### src/rtl/fft_bitrev_reorder_if.sv
// Valid/ready bundle around the FFT output reorder stage: bit-reversed samples in, natural-order samples out.
interface fft_bitrev_reorder_if #(
   parameter int DATA = 9
);
   logic                   in_valid;
   logic                   in_ready;
   logic signed [DATA-1:0] in_re;
   logic signed [DATA-1:0] in_im;
   logic                   out_valid;
   logic                   out_ready;
   logic signed [DATA-1:0] out_re;
   logic signed [DATA-1:0] out_im;
   logic                   out_last;

   // Master is the surrounding pipeline (producer plus consumer); slave is the reorder block.
   modport master (
      output in_valid, in_re, in_im, out_ready,
      input  in_ready, out_valid, out_re, out_im, out_last
   );

   modport slave (
      input  in_valid, in_re, in_im, out_ready,
      output in_ready, out_valid, out_re, out_im, out_last
   );
endinterface

### src/rtl/fft_bitrev_reorder.sv
// Ping-pong frame buffer that re-emits each FFT frame in natural order.
// Define FFT_REORDER_BITREV_EN for bit-reversed write addressing; otherwise frames pass in input order.
module fft_bitrev_reorder #(
   parameter  int DATA = 9,
   parameter  int N    = 16,
   localparam int LOGN = $clog2(N)
) (
   input logic                 clk,
   input logic                 rst,
   fft_bitrev_reorder_if.slave bus
);

   localparam logic [LOGN-1:0] LAST_IDX = LOGN'(N - 1);

   logic [2*DATA-1:0]      mem_q [2][N];
   logic [1:0]             full_q, full_d;
   logic                   wr_bank_q, wr_bank_d;
   logic                   rd_bank_q, rd_bank_d;
   logic [LOGN-1:0]        wcnt_q, wcnt_d;
   logic [LOGN-1:0]        rcnt_q, rcnt_d;
   logic                   out_valid_q, out_valid_d;
   logic                   out_last_q, out_last_d;
   logic signed [DATA-1:0] out_re_q, out_re_d;
   logic signed [DATA-1:0] out_im_q, out_im_d;
   logic [LOGN-1:0]        wr_addr;
   logic                   wr_fire;
   logic                   rd_load;

`ifdef FFT_REORDER_BITREV_EN
   function automatic logic [LOGN-1:0] bitrev(input logic [LOGN-1:0] a);
      logic [LOGN-1:0] r;
      for (int i = 0; i < LOGN; i++) r[i] = a[LOGN-1-i];
      return r;
   endfunction

   assign wr_addr = bitrev(wcnt_q);
`else
   assign wr_addr = wcnt_q;
`endif

   assign wr_fire = bus.in_valid && !full_q[wr_bank_q];
   assign rd_load = full_q[rd_bank_q] && (!out_valid_q || bus.out_ready);

   // NOTE: every next-state signal takes its current value first, so no path through this block can infer a latch.
   always_comb begin
      full_d      = full_q;
      wr_bank_d   = wr_bank_q;
      rd_bank_d   = rd_bank_q;
      wcnt_d      = wcnt_q;
      rcnt_d      = rcnt_q;
      out_valid_d = out_valid_q;
      out_last_d  = out_last_q;
      out_re_d    = out_re_q;
      out_im_d    = out_im_q;

      if (wr_fire) begin
         wcnt_d = wcnt_q + 1'b1;
         if (wcnt_q == LAST_IDX) begin
            full_d[wr_bank_q] = 1'b1;
            wr_bank_d         = !wr_bank_q;
            wcnt_d            = '0;
         end
      end

      // Set targets a non-full bank and clear a full one, so both may act in the same cycle.
      if (rd_load) begin
         {out_re_d, out_im_d} = mem_q[rd_bank_q][rcnt_q];
         out_valid_d          = 1'b1;
         out_last_d           = (rcnt_q == LAST_IDX);
         rcnt_d               = rcnt_q + 1'b1;
         if (rcnt_q == LAST_IDX) begin
            full_d[rd_bank_q] = 1'b0;
            rd_bank_d         = !rd_bank_q;
            rcnt_d            = '0;
         end
      end else if (bus.out_ready && out_valid_q) begin
         out_valid_d = 1'b0;
         out_last_d  = 1'b0;
      end
   end

   // NOTE: state registers use non-blocking assignments so every flop samples pre-edge values.
   always_ff @(posedge clk) begin
      if (rst) begin
         full_q      <= '0;
         wr_bank_q   <= 1'b0;
         rd_bank_q   <= 1'b0;
         wcnt_q      <= '0;
         rcnt_q      <= '0;
         out_valid_q <= 1'b0;
         out_last_q  <= 1'b0;
         out_re_q    <= '0;
         out_im_q    <= '0;
      end else begin
         full_q      <= full_d;
         wr_bank_q   <= wr_bank_d;
         rd_bank_q   <= rd_bank_d;
         wcnt_q      <= wcnt_d;
         rcnt_q      <= rcnt_d;
         out_valid_q <= out_valid_d;
         out_last_q  <= out_last_d;
         out_re_q    <= out_re_d;
         out_im_q    <= out_im_d;
      end
   end

   // NOTE: sample memory has no reset; the full flags guarantee no entry is read before it is written.
   always_ff @(posedge clk) begin
      if (wr_fire) mem_q[wr_bank_q][wr_addr] <= {bus.in_re, bus.in_im};
   end

   assign bus.in_ready  = !full_q[wr_bank_q];
   assign bus.out_valid = out_valid_q;
   assign bus.out_last  = out_last_q;
   assign bus.out_re    = out_re_q;
   assign bus.out_im    = out_im_q;

endmodule
### src/flat_wrapper.sv
// flat-port wrapper written by rule: the top's interface ports become plain ports
module fft_bitrev_reorder_flat 
#(
   parameter  int DATA = 9,
   parameter  int N    = 16,
   localparam int LOGN = $clog2(N)
)
  (clk, rst, bus_in_valid, bus_in_re, bus_in_im, bus_out_ready, bus_in_ready, bus_out_valid, bus_out_re, bus_out_im, bus_out_last);
  fft_bitrev_reorder_if #(.DATA(DATA)) bus_i ();
  input logic clk;
  input logic rst;
  input wire logic [$bits(bus_i.in_valid)-1:0] bus_in_valid;
  input wire logic [$bits(bus_i.in_re)-1:0] bus_in_re;
  input wire logic [$bits(bus_i.in_im)-1:0] bus_in_im;
  input wire logic [$bits(bus_i.out_ready)-1:0] bus_out_ready;
  output wire logic [$bits(bus_i.in_ready)-1:0] bus_in_ready;
  output wire logic [$bits(bus_i.out_valid)-1:0] bus_out_valid;
  output wire logic [$bits(bus_i.out_re)-1:0] bus_out_re;
  output wire logic [$bits(bus_i.out_im)-1:0] bus_out_im;
  output wire logic [$bits(bus_i.out_last)-1:0] bus_out_last;
  assign bus_i.in_valid = bus_in_valid;
  assign bus_i.in_re = bus_in_re;
  assign bus_i.in_im = bus_in_im;
  assign bus_i.out_ready = bus_out_ready;
  assign bus_in_ready = bus_i.in_ready;
  assign bus_out_valid = bus_i.out_valid;
  assign bus_out_re = bus_i.out_re;
  assign bus_out_im = bus_i.out_im;
  assign bus_out_last = bus_i.out_last;
  fft_bitrev_reorder #(.DATA(DATA), .N(N)) u_core (.clk(clk), .rst(rst), .bus(bus_i));
endmodule
### config.mk
export PLATFORM = sky130hd
export DESIGN_NAME = fft_bitrev_reorder_flat
export DESIGN_NICKNAME = d
export VERILOG_FILES = /design/src/rtl/fft_bitrev_reorder_if.sv /design/src/rtl/fft_bitrev_reorder.sv /design/src/flat_wrapper.sv
export SDC_FILE = /design/constraint.sdc
export NUM_CORES = 1
export LEC_CHECK = 0
export BUFFER_PORTS_ARGS = -buffer_cell sky130_fd_sc_hd__buf_2
export CAP_MARGIN = 20
export CELL_PAD_IN_SITES_DETAIL_PLACEMENT = 0
export CELL_PAD_IN_SITES_GLOBAL_PLACEMENT = 1
export CORE_ASPECT_RATIO = 1.4
export CORE_MARGIN = 4
export CORE_UTILIZATION = 45
export CTS_BUF_LIST = sky130_fd_sc_hd__clkbuf_8 sky130_fd_sc_hd__clkbuf_16
export CTS_CLUSTER_SIZE = 8
export DETAILED_ROUTE_END_ITERATION = 10
export GPL_ROUTABILITY_DRIVEN = 1
export PLACE_DENSITY_LB_ADDON = 0.1
export REMOVE_ABC_BUFFERS = 1
export SYNTH_ARGS = -nofsm -noshare
export SYNTH_HDL_FRONTEND = slang
export SYNTH_SLANG_ARGS = --single-unit
### constraint.sdc
create_clock -name clk -period 3.3 [get_ports clk]
set_input_delay 0.66 -clock clk [delete_from_list [all_inputs] [get_ports clk]]
set_output_delay 0.66 -clock clk [all_outputs]
set_load 0.01 [all_outputs]
==> impl_metrics.py, run 1 <==
metrics = {
    "cts": {
        "cts.hold.buffers_added": 0,
        "cts_resized": 0,
        "cts.clk_slew.worst_paths_ns": 0.05,
        "post_cts_buffers": 0,
        "clock_path_buffers": 3,
        "numCtsBuffers": 86,
        "htreeDepth": 3,
        "clock_sinks": 609,
        "clock_latency_ns": 0.62,
        "cts.root.buffer_cell": "clkbuf_16",
        "cts_tree": "done",
    },
    "hold_path": {
        "hold_depth": 4,
        "min_from": "bus_out_ready",
        "whs_endpoint": "u_core.bus.out_last",
        "hold_path.class": "primary input to flop",
    },
    "sta": {
        "finalMaxSlewViolations": 0,
        "worst_pin_slew_ns": 0.8408,
        "hold_viol": 0,
        "max-slew-margin-rel": 0.4387,
        "timing.final.crit_share": 0.8129,
        "setup_viol": 0,
        "finClkSkew_ns": 0.01569,
        "whs_ns": 0.3789,
        "period_minus_slack_ns": 2.683,
        "rsz0062_at_grt": "no",
        "clock.fmax_mhz": 372.8,
    },
    "logic_synthesis": {
        "muxShareOfSynthArea": 0.1390,
        "synth_seq_cells": 609,
        "synth-compound-area-share": 0.04808,
        "synth_cell_types": 47,
        "synthCells": 1225,
        "synth_top_family_by_area": "multiplexers",
        "synth-edff-count": 576,
        "synth_fa_ha_area_frac": 0.002648,
        "yosysSeqAreaShare": 0.7600,
        "synthXorXnorAreaFrac": 0.002595,
        "synth_flop_cell": "edfxtp_1",
        "synth.cell_area_um2": 23630,
        "synth_async_sr_flop_share": 0,
        "yosysWarningCount": 0,
        "syn_avg_cell_area_um2": 19.29,
        "synthSimpleGateAreaFrac": 0.02897,
    },
    "route": {
        "postRouteAntennaNets": 0,
        "wl_met3_um": 2140,
        "vias": 11730,
        "routedWlPerCell_um": 26.99,
        "viasPerCell": 5.738,
        "dr_wl_met2_um": 28990,
        "drt-total-wl_um": 55160,
        "m1WireLength_um": 22740,
        "dr.first_iter.drc_count": 652,
        "dr.pass1.iters": 5,
        "drc": 0,
        "top_layer": "met4",
    },
    "final_layout": {
        "layout_common_cells": "edfxtp_1 (576), mux2i_1 (148), clkbuf_16 (88), mux4_2 (71), o22ai_1 (54)",
        "multiInputGateArea_um2": 5319,
        "area_delta_synth_final_pct": 15.29,
        "layout_commonest_cell": "edfxtp_1",
        "regArea_um2": 17960,
        "utilization": 0.5236,
        "final_cell_area_um2": 27240,
        "final_nets": 1368,
        "fillCellCount": 4156,
        "drive_gt1_frac": 0.2415,
    },
    "placed_design": {
        "portBuffers": 42,
        "dpl_cell_area_um2": 24830,
        "gp_congestion": 0.7538,
        "post-dp-hpwl_um": 31630,
    },
    "setup_path": {
        "critPathBufInv": 1,
        "path_max_fanout": 18,
        "ff2ff_setup_slack_ns": 0.62,
        "r2r-end": "u_core.bus.out_re[2]",
        "required_ns": 3.76,
        "cp_top_family": "multiplexers",
        "critical_path_class": "flop to flop",
        "reg2reg_depth": 5,
        "worst_path_largest_cell_delay_ns": 0.59,
        "slowest_stage": "dfxtp_4",
        "worstSetupEndpointType": "flop",
        "start_kind": "flop",
        "crit_chain": "buf_4, mux4_2, mux2_2, a21oi_1, a2111oi_1",
        "worstPathArrival_ns": 3.14,
    },
    "grt": {
        "grt_pass1_wl_um": 82700,
        "grt_start_max_net_pins": 65,
        "grt_pass1_vias": 12530,
        "gr-total-overflow": 0,
        "track_usage": 0.1982,
        "grt_antenna_before_repair": 0,
    },
    "run_status": {
        "outcome": "complete, no violations",
    },
    "floorplan": {
        "initial_utilization": 0.4542,
        "fp.dieH_um": 279.1,
        "die_x_um": 201.7,
        "core_um2": 52020,
        "die-area_um2": 56290,
        "io_pins": 43,
        "num_rows": 99,
    },
    "power_and_ir_drop": {
        "vdd_drop_max_mv": 0.4448,
        "cellPowerDensity_nw_per_um2": 608.5,
        "cellLeakagePower_nw": 8.494,
    },
    "job": {
        "maxCapViolations": 0,
    },
}
synth_stat cells (2+ instances only):
master / number / share of area
o21ai_0: 19 / 0.0040
nor2_1: 75 / 0.012
or3b_1: 2 / 0.00074
mux2_2: 18 / 0.0086
nand3b_1: 5 / 0.0016
o22ai_1: 54 / 0.014
a2111oi_2: 8 / 0.0051
xor2_1: 3 / 0.0011
edfxtp_1: 576 / 0.73
mux4_2: 71 / 0.068
inv_1: 5 / 0.00079
or4_1: 17 / 0.0054
buf_2: 30 / 0.0064
nor4_1: 2 / 0.00053
buf_6: 10 / 0.0048
a221oi_2: 7 / 0.0044
clkbuf_1: 20 / 0.0032
nand3_1: 2 / 0.00042
a2111oi_0: 5 / 0.0019
dfxtp_1: 33 / 0.028
a221oi_1: 10 / 0.0037
and2_1: 3 / 0.00079
a211oi_1: 3 / 0.00095
a2111oi_1: 3 / 0.0013
a21oi_1: 21 / 0.0044
buf_4: 11 / 0.0035
a211o_1: 17 / 0.0063
xnor2_1: 4 / 0.0015
nand2_1: 13 / 0.0021
mux2i_1: 148 / 0.063
ha_1: 5 / 0.0026
or3_1: 2 / 0.00053
nand4_1: 2 / 0.00053
nor3_1: 8 / 0.0017
power breakdown:
part,switching (mW),internal (mW)
combinational,0.214,0.0720
sequential,0.0117,8.51
clock,3.05,4.72
cells by family (layout without fill, tap and decap cells):
kind of cell / count (synthesis) / after routing
XOR/XNOR: 7 / 7
adder cells (fa/ha/maj): 5 / 5
AND/OR/NAND/NOR: 138 / 138
other: 0 / 1
buffers and inverters: 77 / 239
multiplexers: 237 / 237
AO/OA/AOI/OAI: 152 / 152
flip-flops: 609 / 609
sequential cells by signal, indices dropped and copies added (netlist names), named ones only:
| name | flops |
|---|---|
| u_core.rcnt_q | 4 |
| u_core.wcnt_q | 4 |
| u_core.full_q | 2 |
| u_core.rd_bank_q | 1 |
| u_core.bus.out_valid | 1 |
| u_core.bus.out_re | 9 |
| u_core.mem_q | 576 |
| u_core.bus.out_last | 1 |
| u_core.wr_bank_q | 1 |
| u_core.bus.out_im | 9 |
worst reg2reg max path: stages, from the launching register on:
cell       delay, ns
dfxtp_4         0.59
buf_4           0.39
mux4_2          0.57
mux2_2          0.30
a21oi_1         0.49
a2111oi_1       0.20
metrics by stage:
stage | cells | setup TNS, ns | power (mW) | worst slack, ns
final | 2044 | 0 | 16.58 | 0.6174
after floorplan | 1153 | -108.10 | 8.768 | -6.063
after detailed placement | 1909 | 0 | 8.961 | 0.5564
after CTS | 2043 | 0 | 16.78 | 0.6595
after global routing | 2043 | 0 | 17.13 | 0.5558
after global placement | 1909 | 0 | 8.950 | 0.7293
metal layers:
| layer | up-vias | global-route usage |
|---|---|---|
| li1 | 5238 | - |
| met1 | 6160 | 0.2550 |
| met2 | 248 | 0.3489 |
| met3 | 83 | 0.03148 |
| met4 | 0 | 0.06121 |
| met5 | - | 0 |
layout make-up:
type / count / area share
clock buffers: 88 / 0.08084
clock inverters: 46 / 0.007533
diodes: 1 / 0.00009186
flip-flops and latches: 609 / 0.6595
inverters: 5 / 0.0006890
repair buffers: 100 / 0.02600
well taps: 656 / 0.03013
multi-input cells: 539 / 0.1953
worst max path at each step:
stage,cells past startpoint,slack [ns],from,to
floorplan,5,-6.06,flop,u_core.bus.out_im[6]
global placement,5,0.73,flop,u_core.bus.out_re[5]
detailed placement,6,0.56,bus_out_ready,u_core.bus.out_re[2]
CTS,5,0.66,flop,u_core.bus.out_re[2]
global route,5,0.56,u_core.rd_bank_q,u_core.bus.out_re[2]
finish,5,0.62,flop,u_core.bus.out_re[2]
Note: power is estimated with default switching activity, not from simulation.
==> run 2, diff against run 1 <==
- clock period: 3.3 -> 2.59 ns (I/O delays scaled with it)
==> impl_metrics.py, run 2 (synthesis results as in run 1) <==
metrics = {
    "setup_path": {
        "slowest_stage": "mux4_2",
        "cp_common_cell": "buf_12",
        "required_ns": 3.05,
        "path_max_fanout": 28,
        "worstSetupEndpointType": "flop",
        "path_depth": 6,
        "critical_path_class": "flop to flop",
        "worstPathArrival_ns": 2.87,
        "worst_path_largest_cell_delay_ns": 0.54,
        "start_kind": "flop",
        "crit_chain": "buf_12, buf_12, mux4_2, mux2_2, a21oi_1, a2111oi_2",
        "critPathBufInv": 2,
        "reg2reg_depth": 6,
        "cp_top_family": "multiplexers",
        "ff2ff_setup_slack_ns": 0.18,
    },
    "cts": {
        "clock_path_buffers": 3,
        "htreeDepth": 3,
        "cts_tree": "done",
        "numCtsBuffers": 86,
        "cts.clk_slew.worst_paths_ns": 0.05,
        "clock_sinks": 609,
        "cts_resized": 0,
        "cts.hold.buffers_added": 0,
        "post_cts_buffers": 0,
        "clock_latency_ns": 0.61,
        "cts.root.buffer_cell": "clkbuf_16",
    },
    "power_and_ir_drop": {
        "cellPowerDensity_nw_per_um2": 772.3,
        "cellLeakagePower_nw": 8.638,
        "p_sw_mw": 4.184,
        "p_int_mw": 17.08,
        "pwr-share-comb": 0.017,
        "p_clk_frac": 0.472,
        "swShare": 0.1968,
        "vdd_drop_max_mv": 0.5322,
        "p_seq_frac": 0.511,
    },
    "floorplan": {
        "io_pins": 43,
        "fp.dieH_um": 279.1,
        "die_x_um": 201.7,
        "num_rows": 99,
        "initial_utilization": 0.4542,
        "die-area_um2": 56290,
        "core_um2": 52020,
    },
    "sta": {
        "finalMaxSlewViolations": 0,
        "hold_viol": 0,
        "fin_ws_ns": 0.1833,
        "setup_viol": 0,
        "period_minus_slack_ns": 2.407,
        "whs_ns": 0.2253,
        "rsz0062_at_grt": "no",
        "worst_pin_slew_ns": 0.6351,
        "clock.fmax_mhz": 415.5,
        "tns_ns": 0,
        "finClkSkew_ns": 0.01404,
        "timing.final.crit_share": 0.9292,
        "max-slew-margin-rel": 0.5766,
    },
    "job": {
        "maxCapViolations": 0,
    },
    "placed_design": {
        "portBuffers": 42,
        "post-dp-hpwl_um": 33110,
        "preCtsSetupSlack_ns": 0.1882,
        "gp_congestion": 0.7412,
        "dpl_cell_area_um2": 25080,
    },
    "route": {
        "dr.first_iter.drc_count": 923,
        "vias": 11940,
        "drt-total-wl_um": 56720,
        "postRouteAntennaNets": 0,
        "viasPerCell": 5.791,
        "drc": 0,
        "dr.pass1.iters": 5,
        "routedWlPerCell_um": 27.50,
    },
    "grt": {
        "grt_start_max_net_pins": 40,
        "grt_pass1_vias": 12730,
        "grt_pass1_wl_um": 84560,
        "grt_antenna_before_repair": 1,
        "gr-total-overflow": 0,
        "track_usage": 0.2027,
    },
    "final_layout": {
        "drive_gt1_frac": 0.2520,
        "utilization": 0.5291,
        "layout_commonest_cell": "edfxtp_1",
        "fillCellCount": 4137,
        "largest_reg_flops": 576,
        "final_nets": 1386,
        "regMostFlops": "u_core.mem_q",
        "area_delta_synth_final_pct": 16.50,
        "final_cell_area_um2": 27530,
        "layout_common_cells": "edfxtp_1 (576), mux2i_1 (148), clkbuf_16 (90), mux4_2 (71), buf_4 (62)",
    },
    "hold_path": {
        "hold_path.class": "primary input to flop",
        "hold_depth": 4,
    },
    "run_status": {
        "outcome": "complete, no violations",
    },
}
[run 2: cell count changes in the layout (fill, tap and decap cells not counted)]
cell | before | now
clkbuf_16 | 88 | 90
buf_4 | 53 | 62
buf_12 | 5 | 14
inv_6 | 3 | 2
inv_1 | 46 | 45
[run 2: layer usage]
metal  global-route usage  part of all wire  up-vias
met1               0.2599              0.41     6305
li1                     -                 -     5284
met3              0.02742             0.041       61
met2               0.3626              0.53      291
met5                    0                 0        -
met4              0.05998             0.018        0
[run 2: per-stage QoR]
stage / power (mW) / instances
after floorplan: 11.17 / 1153
after global placement: 11.41 / 1927
after detailed placement: 11.42 / 1927
after CTS: 21.48 / 2061
after global routing: 21.92 / 2061
final: 21.26 / 2062
[run 2: final timing paths]
path / from / end
setup reg to reg: flop / u_core.bus.out_im[0]
setup / recovery: flop / u_core.bus.out_im[0]
hold reg to reg: u_core.bus.out_last / u_core.bus.out_last
hold / removal: bus_out_ready / u_core.bus.out_last
[run 2: final cells by class]
type | count | area, µm² | share of cell area
Tap cell | 656 | 820.8 | 0.02982
Antenna cell | 1 | 2.502 | 0.00009091
Clock buffer | 90 | 2252 | 0.08182
Timing Repair Buffer | 118 | 955.9 | 0.03473
Inverter | 5 | 18.77 | 0.0006818
Multi-Input combinational cell | 539 | 5319 | 0.1932
Clock inverter | 44 | 192.7 | 0.007000
Sequential cell | 609 | 17960 | 0.6526
[run 2: tightest hold or removal path, cell delays in order]
cell and delay [ns]:
buf_2 0.08, nand2_1 0.05, nand3_1 0.07, a21oi_1 0.06
[run 2: power by group through the flow]
stage               clock (mW)  combinational (mW)  sequential [mW]
finish                    10.0               0.365             10.9
global placement             0               0.363             11.0
detailed placement           0               0.371             11.0
global route              10.7               0.399             10.9
CTS                       10.3               0.374             10.9
floorplan                    0               0.126             11.0
==> run 3, diff against run 2 <==
- clock period: 2.59 -> 2.2 ns (I/O delays scaled with it)
==> impl_metrics.py, run 3 (synthesis results as in run 1) <==
metrics = {
    "route": {
        "drt-total-wl_um": 57260,
        "routedWlPerCell_um": 26.80,
        "dr.pass1.iters": 5,
        "dr.first_iter.drc_count": 690,
        "vias": 12000,
        "drc": 0,
        "viasPerCell": 5.615,
        "postRouteAntennaNets": 0,
    },
    "floorplan": {
        "die-area_um2": 56290,
        "io_pins": 43,
        "core_um2": 52020,
        "die_x_um": 201.7,
        "initial_utilization": 0.4542,
        "fp.dieH_um": 279.1,
        "num_rows": 99,
    },
    "power_and_ir_drop": {
        "p_int_mw": 20.03,
        "cellLeakagePower_nw": 9.212,
        "power_mw": 25.00,
        "p_sw_mw": 4.976,
        "cellPowerDensity_nw_per_um2": 868.0,
        "swShare": 0.1990,
        "pwr-share-comb": 0.020,
        "p_seq_frac": 0.511,
        "vdd_drop_max_mv": 0.6476,
        "p_clk_frac": 0.469,
    },
    "placed_design": {
        "gp_congestion": 0.7606,
        "portBuffers": 42,
        "post-dp-hpwl_um": 33920,
    },
    "cts": {
        "cts_tree": "done",
        "cts.clk_slew.worst_paths_ns": 0.05,
        "numCtsBuffers": 86,
        "clock_latency_ns": 0.61,
        "cts.root.buffer_cell": "clkbuf_16",
        "cts.hold.buffers_added": 0,
        "htreeDepth": 3,
        "clock_sinks": 609,
        "clock_path_buffers": 3,
    },
    "setup_path": {
        "crit_chain": "buf_12, buf_4, mux2i_1, o22ai_1, or4_4, a221oi_2, a2111oi_1",
        "slowest_stage": "or4_4",
        "critical_path_class": "flop to flop",
        "required_ns": 2.66,
        "critPathBufInv": 2,
        "worstPathArrival_ns": 2.63,
        "path_max_fanout": 12,
        "cp_top_family": "simple AND/OR/NAND/NOR gates",
        "ff2ff_setup_slack_ns": 0.04,
        "worstSetupEndpointType": "flop",
        "start_kind": "flop",
        "worst_path_largest_cell_delay_ns": 0.56,
    },
    "final_layout": {
        "drive_gt1_frac": 0.3038,
        "final_nets": 1452,
        "regMostFlops": "u_core.mem_q",
        "antennaDiodeCount": 0,
        "layout_commonest_cell": "edfxtp_1",
        "layout_common_cells": "edfxtp_1 (576), mux2i_1 (147), clkbuf_16 (91), buf_4 (80), mux4_2 (71)",
        "largest_reg_flops": 576,
        "area_delta_synth_final_pct": 21.91,
    },
    "sta": {
        "period_minus_slack_ns": 2.165,
        "setup_viol": 0,
        "finClkSkew_ns": 0.01562,
        "rsz0062_at_grt": "yes",
        "hold_viol": 0,
        "max-slew-margin-rel": 0.5344,
        "timing.final.crit_share": 0.9840,
        "finalMaxSlewViolations": 0,
        "clock.fmax_mhz": 461.9,
        "tns_ns": 0,
        "worst_pin_slew_ns": 0.6983,
    },
    "grt": {
        "grt_pass1_wl_um": 84080,
        "grt_antenna_before_repair": 0,
        "track_usage": 0.2028,
        "grt_start_max_net_pins": 37,
        "grt_pass1_vias": 12710,
        "gr-total-overflow": 0,
    },
    "job": {
        "maxCapViolations": 0,
    },
    "hold_path": {
        "hold_path.class": "primary input to flop",
    },
    "run_status": {
        "outcome": "complete, no violations",
    },
}
[run 3: cell count changes in the layout (fill, tap and decap cells not counted), sizes merged]
| cell | change |
|---|---|
| buf | +63 |
| clkbuf | +1 |
| diode | -1 |
| inv | +12 |
[run 3: final timing paths]
| kind | startpoint | endpoint | cells past startpoint |
|---|---|---|---|
| max | flop | u_core.bus.out_re[8] | 7 |
| min reg2reg | u_core.bus.out_last | u_core.bus.out_last | 2 |
| max reg2reg | flop | u_core.bus.out_re[8] | 7 |
| min | bus_out_ready | u_core.bus.out_last | 4 |
[run 3: timing repair]
item,CTS,global route
endpoints found under the setup margin,7,60
buffers inserted,3,24
cloned,0,3
endpoints found under the hold margin,0,0
pin swaps,0,1
resized for setup,11,38
[run 3: routing by layer]
| metal | vias up | routed length (µm) | track usage |
|---|---|---|---|
| met1 | 6282 | 23840 | 0.2638 |
| li1 | 5418 | - | - |
| met4 | 0 | 1297 | 0.06524 |
| met2 | 226 | 30060 | 0.3543 |
| met5 | - | 0 | 0 |
| met3 | 73 | 2063 | 0.02974 |
[run 3: power groups by stage]
stage          logic, mW  registers [mW]  clock network [mW]
4_1_cts            0.482            12.8                12.0
2_1_floorplan      0.148            13.0                   0
3_3_place_gp       0.467            13.0                   0
3_5_place_dp       0.475            13.0                   0
6_report           0.490            12.8                11.7
5_1_grt            0.534            12.8                12.5
[run 3: final cells by class]
type	instances	area [µm²]
Sequential cell	609	17970
Clock inverter	56	242.7
Inverter	5	18.77
Multi-Input combinational cell	539	5484
Clock buffer	88	2202
Fill cell	4056	23220
Tap cell	656	820.8
Timing Repair Buffer	184	2071
[run 3: stage by stage]
step / setup WS (ns) / utilization / hold slack, ns / instance area [µm²] / std cells
global route: -0.02119 / 0.5537 / 0.1674 / 28810 / 2137
finish: 0.03509 / 0.5537 / 0.1417 / 28810 / 2137
CTS: -0.007680 / 0.5453 / 0.1144 / 28370 / 2110
floorplan: -7.163 / - / 0.4477 / 23200 / 1153
global placement: -0.2063 / 0.4966 / 0.4552 / 25840 / 1963
detailed placement: -0.2254 / 0.4966 / 0.4592 / 25840 / 1963
[run 3: worst register-to-register path, cell delays in order (launching register included)]
cell and delay (ns):
dfxtp_4 0.41, buf_12 0.17, buf_4 0.18, mux2i_1 0.22
o22ai_1 0.12, or4_4 0.56, a221oi_2 0.27, a2111oi_1 0.10
